**config.mk**
```make
export PLATFORM = sky130hd
export DESIGN_NAME = vga_control
export DESIGN_NICKNAME = d
export VERILOG_FILES = /design/src/rtl/vga_pkg.sv /design/src/rtl/vga_cell_pattern.sv /design/src/rtl/vga_control.sv
export SDC_FILE = /design/constraint.sdc
export NUM_CORES = 1
export LEC_CHECK = 0
export ABC_AREA = 1
export BUFFER_PORTS_ARGS = -buffer_cell sky130_fd_sc_hd__clkbuf_2
export CAP_MARGIN = 20
export CELL_PAD_IN_SITES_DETAIL_PLACEMENT = 1
export CELL_PAD_IN_SITES_GLOBAL_PLACEMENT = 2
export CORE_ASPECT_RATIO = 0.8
export CORE_MARGIN = 2
export CORE_UTILIZATION = 22
export DETAILED_ROUTE_END_ITERATION = 16
export PLACE_DENSITY_LB_ADDON = 0.1
export SYNTH_ARGS = -nofsm -noshare
export SYNTH_HDL_FRONTEND = slang
export SYNTH_HIERARCHICAL = 1
export SYNTH_SLANG_ARGS = --single-unit
```
**constraint.sdc**
```tcl
create_clock -name clk -period 1.58 [get_ports clk]
set_input_delay 0.316 -clock clk [delete_from_list [all_inputs] [get_ports clk]]
set_output_delay 0.316 -clock clk [all_outputs]
set_load 0.02 [all_outputs]
```
**src/rtl/vga_pkg.sv**
```systemverilog
// Shared definitions for the snake game VGA colour path.
// Contents: board cell-state encoding, cell size shift, default colour
// constants (12-bit {R,G,B} 4:4:4).
package vga_pkg;

  localparam int unsigned CELL_SHIFT = 4;

  typedef enum logic [2:0] {
    ST_EMPTY = 3'd0,
    ST_HEAD  = 3'd1,
    ST_BODY  = 3'd2,
    ST_FOOD  = 3'd3,
    ST_WALL  = 3'd4,
    ST_DEAD  = 3'd5,
    ST_RSVD6 = 3'd6,
    ST_RSVD7 = 3'd7
  } cell_state_e;

  localparam logic [11:0] C_BG   = 12'h000;
  localparam logic [11:0] C_GRID = 12'h333;
  localparam logic [11:0] C_HEAD = 12'h0F0;
  localparam logic [11:0] C_EYE  = 12'h000;
  localparam logic [11:0] C_BODY = 12'h0A0;
  localparam logic [11:0] C_EDGE = 12'h050;
  localparam logic [11:0] C_FOOD = 12'hF00;
  localparam logic [11:0] C_WALL = 12'h888;
  localparam logic [11:0] C_MORT = 12'h444;
  localparam logic [11:0] C_DEAD = 12'hF80;
  localparam logic [11:0] C_RSVD = 12'hF0F;

  // |2*v-15| for a 4-bit in-cell offset, always odd in 1..15.
  function automatic logic [5:0] centre_dist(input logic [3:0] v);
    logic [5:0] twice;
    twice = {1'b0, v, 1'b0};
    centre_dist = v[3] ? (twice - 6'd15) : (6'd15 - twice);
  endfunction

endpackage

```
**src/rtl/vga_cell_pattern.sv**
```systemverilog
// Combinational procedural pattern for one 16x16 board cell.
// Ports: state (cell state), ox/oy (pixel offset inside the cell),
//        rgb (12-bit colour for that pixel).
// Optional feature: GRID_LINES_EN draws grid lines on empty cells.
module vga_cell_pattern
  import vga_pkg::*;
#(
  parameter logic [11:0] P_BG   = C_BG,
  parameter logic [11:0] P_GRID = C_GRID,
  parameter logic [11:0] P_HEAD = C_HEAD,
  parameter logic [11:0] P_EYE  = C_EYE,
  parameter logic [11:0] P_BODY = C_BODY,
  parameter logic [11:0] P_EDGE = C_EDGE,
  parameter logic [11:0] P_FOOD = C_FOOD,
  parameter logic [11:0] P_WALL = C_WALL,
  parameter logic [11:0] P_MORT = C_MORT,
  parameter logic [11:0] P_DEAD = C_DEAD,
  parameter logic [11:0] P_RSVD = C_RSVD
) (
  input  logic [2:0]  state,
  input  logic [3:0]  ox,
  input  logic [3:0]  oy,
  output logic [11:0] rgb
);

  logic        eye_row;
  logic        eye_col;
  logic        on_edge;
  logic [5:0]  diamond_sum;
  logic        in_diamond;
  logic [2:0]  mortar_col;
  logic        is_mortar;

  always_comb begin
    eye_row     = (oy == 4'd4) || (oy == 4'd5);
    eye_col     = (ox == 4'd4) || (ox == 4'd5) || (ox == 4'd10) || (ox == 4'd11);
    on_edge     = (ox == 4'd0) || (ox == 4'd15) || (oy == 4'd0) || (oy == 4'd15);
    diamond_sum = centre_dist(ox) + centre_dist(oy);
    in_diamond  = (diamond_sum <= 6'd16);
    // Lower half-cell row of bricks is offset by half a brick.
    mortar_col  = oy[3] ? 3'd4 : 3'd0;
    is_mortar   = (oy[2:0] == 3'd0) || (ox[2:0] == mortar_col);
  end

  always_comb begin
    rgb = P_RSVD;
    case (cell_state_e'(state))
      ST_EMPTY: begin
`ifdef GRID_LINES_EN
        rgb = ((ox == 4'd0) || (oy == 4'd0)) ? P_GRID : P_BG;
`else
        rgb = P_BG;
`endif
      end
      ST_HEAD:  rgb = (eye_row && eye_col) ? P_EYE : P_HEAD;
      ST_BODY:  rgb = on_edge ? P_EDGE : P_BODY;
      ST_FOOD:  rgb = in_diamond ? P_FOOD : P_BG;
      ST_WALL:  rgb = is_mortar ? P_MORT : P_WALL;
      ST_DEAD:  rgb = P_DEAD;
      default:  rgb = P_RSVD;
    endcase
  end

endmodule

```
**src/rtl/vga_control.sv**
```systemverilog
// Per-pixel colour generator for the snake game's VGA path.
// Ports: clk (pixel clock), rst (sync, active-high), valid (active video),
//        x_ptr/y_ptr (beam position), blockState (state of cell under beam),
//        RGB (registered 12-bit colour, 1-cycle latency).
// Optional feature: GRID_LINES_EN (grid lines on empty cells).
module vga_control
  import vga_pkg::*;
#(
  parameter logic [11:0] C_BG_P   = C_BG,
  parameter logic [11:0] C_GRID_P = C_GRID,
  parameter logic [11:0] C_HEAD_P = C_HEAD,
  parameter logic [11:0] C_EYE_P  = C_EYE,
  parameter logic [11:0] C_BODY_P = C_BODY,
  parameter logic [11:0] C_EDGE_P = C_EDGE,
  parameter logic [11:0] C_FOOD_P = C_FOOD,
  parameter logic [11:0] C_WALL_P = C_WALL,
  parameter logic [11:0] C_MORT_P = C_MORT,
  parameter logic [11:0] C_DEAD_P = C_DEAD,
  parameter logic [11:0] C_RSVD_P = C_RSVD
) (
  input  logic        clk,
  input  logic        rst,
  input  logic        valid,
  input  logic [9:0]  x_ptr,
  input  logic [9:0]  y_ptr,
  input  logic [2:0]  blockState,
  output logic [11:0] RGB
);

  logic [11:0] cell_rgb;
  logic [11:0] rgb_d;
  logic [11:0] rgb_q;

  vga_cell_pattern #(
    .P_BG   (C_BG_P),
    .P_GRID (C_GRID_P),
    .P_HEAD (C_HEAD_P),
    .P_EYE  (C_EYE_P),
    .P_BODY (C_BODY_P),
    .P_EDGE (C_EDGE_P),
    .P_FOOD (C_FOOD_P),
    .P_WALL (C_WALL_P),
    .P_MORT (C_MORT_P),
    .P_DEAD (C_DEAD_P),
    .P_RSVD (C_RSVD_P)
  ) u_pattern (
    .state (blockState),
    .ox    (x_ptr[CELL_SHIFT-1:0]),
    .oy    (y_ptr[CELL_SHIFT-1:0]),
    .rgb   (cell_rgb)
  );

  always_comb begin
    rgb_d = '0;
    if (valid) rgb_d = cell_rgb;
  end

  always_ff @(posedge clk) begin
    if (rst) rgb_q <= '0;
    else     rgb_q <= rgb_d;
  end

  assign RGB = rgb_q;

endmodule

```
==> results.cfg <==
[outcome]
status = complete, no violations

[clock_tree]
cts_max_level = 1
post_cts_buffers = 0
clock-sinks = 12
cts_tree = yes
clockBufferDepth = 2
cts-root-buf = clkbuf_8
cts_buffers = 3
clk_pin_slew_ns = 0.05

[sta]
worst_slack_ns = 0.131
whs_ns = 0.515
hold_viol_final = 0
max_slew_margin = 0.767
worst_slew_pin_slew_ns = 0.348
setup_violations = 0
max_freq_mhz = 690
final_max_slew_viol_count = 0
rsz0062_at_grt = no
tns_ns = 0
fin_crit_sh = 0.917
min_period_ns = 1.45

[critical_path]
slowest_delay_ns = 0.28
cp-start-kind = input pin
cpMaxStageDelayCell = ha_4
crit_top_cell = nand2_1
cp_top_family = adder cells
crit_type = in2reg
worstSetupStartpoint = x_ptr[3]
critical_path_buf_inv_count = 4
critPathArrivalTime_ns = 1.57
path_cells = buf_8, inv_2, ha_4, inv_2, ha_4, nand2_2, nand2_1, nand2_1, nand2_1, nand2_1, nand2_2, nand3_2, inv_1, nor2_1
worstSetupEndpointType = flop
cp_num_cells = 14
critPathMaxFanout = 4
required_ns = 1.70

[place]
dp_cells = 217
placed_cell_area_mm2 = 0.00118
place_congestion = 0.734
io_buffers = 25
dpl.hpwl_um = 1850
place_ws_ns = -0.248

[drt]
drtAntennaViolNets = 0
drtIter0Drc = 22
avgRoutedWirePerCell_um = 9.51
wirelength_um = 2100
vias = 833
drc = 0
dr.pass1.iters = 2
vias_per_cell = 3.77

[yosys]
synth_top_area_frac = 0.265
synth-main-ff-cell = dfxtp_1
netlist_area_um2 = 907
netlist_instances = 128
async_reset_ff_frac = 0
syn_nets = 165
synth_cell_types = 20
ys_ff_latch = 12
synth_top_area_cell = dfxtp_1
synth_edf_count = 0
post-synth-top-count-cell = inv_1
synth_area_per_cell_um2 = 7.09
synth_warnings = 6
yosysSeqAreaShare = 0.265
synthTopCellsByCount = inv_1 (26), nand2_1 (22), dfxtp_1 (12)
synth.area.top_cells = dfxtp_1 (26%), ha_1 (15%), inv_1 (11%), nand2_1 (9.1%), nor2_2 (6.2%)

[global_routing]
grt_pass1_vias = 839
groute.usage.overall = 0.105
overflow = 0
antenna_found_initial = 0
grt_pass1_wl_um = 3630
grt_max_degree = 13

[worst_hold_path]
min_delay_path_depth = 3
hp-start = valid
hold_class = in2reg

[floorplanning]
ios = 38
dieHeight_um = 61.4
num_rows = 20
fp.dieW_um = 75.8
dieArea_mm2 = 0.00466
start_util = 0.234
core_mm2 = 0.00388

[finish]
num_antenna_cells = 0
largest_reg_flops = 12
final_cell_count_no_fill = 221
finalInstanceArea_mm2 = 0.00131
seq_area_um2 = 240
drive_gt1_frac = 0.512
fin_nets = 204
areaGrowthSynthToFinish_pct = 44.3
multi_input_area_um2 = 593
nFillCells = 502

[pwr]
cellLeakagePower_nw = 0.713
power.density_mw_per_mm2 = 727
vdd_drop_max_mv = 0.258

[run]
maxCapViolations = 0
-- cell families (layout without fill, tap and decap cells) --
| group | Yosys count | in the layout | share of synthesized area |
|---|---|---|---|
| compound gates | 5 | 5 | 0.0345 |
| xor+xnor | 4 | 4 | 0.0386 |
| fa+ha+maj | 11 | 11 | 0.152 |
| buf+inv | 35 | 73 | 0.161 |
| flops | 12 | 12 | 0.265 |
| simple gates | 61 | 61 | 0.349 |
-- final cells by class --
cell class / count / area share
tap: 55 / 0.0526
clock buffer: 4 / 0.0421
inverter: 32 / 0.0918
multi-input combinational: 81 / 0.453
timing repair buffer: 37 / 0.177
sequential: 12 / 0.184
-- metrics by stage --
stage,power [mW],util
floorplan,0.518,-
global placement,0.602,0.305
detailed placement,0.610,0.305
CTS,0.945,0.320
global route,1.04,0.337
finish,0.951,0.337
-- worst min-delay path, stage by stage --
cell and delay [ns]:
clkbuf_2 0.08, nand2_2 0.27, nor2_4 0.04
-- power breakdown --
part,internal (mW),switching [mW]
registers,0.316,0.00275
logic,0.130,0.176
clock network,0.220,0.107
-- timing repair --
item	CTS	global route
gates resized for setup	1	16
endpoints found under the setup margin	1	4
hold buffers	0	0
pin swaps	0	3
-- metal layers --
layer  wire length, um  up-vias  share of wire  GRT usage
li1                  -      450              -          -
met1              1100      365           0.52      0.147
met2               899       18           0.43      0.164
met3                99        0          0.047     0.0393
met4                 0        0              0    0.00752
met5                 0        -              0          0
-- layout by cell type (no fill, tap or decap), types with 2 or more instances in the layout --
| cell | netlist | routed |
|---|---|---|
| o21ai_1 | 2 | 2 |
| nor2_4 | 2 | 2 |
| dfxtp_1 | 12 | 12 |
| nor2_2 | 9 | 11 |
| nand2_2 | 3 | 5 |
| nand3_1 | 7 | 5 |
| inv_2 | 6 | 13 |
| clkbuf_8 | 0 | 4 |
| buf_4 | 2 | 12 |
| nor3_1 | 2 | 2 |
| nor2_1 | 11 | 9 |
| nand2_1 | 22 | 20 |
| ha_1 | 11 | 8 |
| inv_1 | 26 | 19 |
| clkbuf_2 | 0 | 23 |
| nand3_2 | 5 | 7 |
| ha_4 | 0 | 3 |
-- worst paths after layout --
path | to | slack [ns]
max | RGB[8] | 0.13
min | RGB[10] | 0.52
Power figures use the tool's default switching activity.
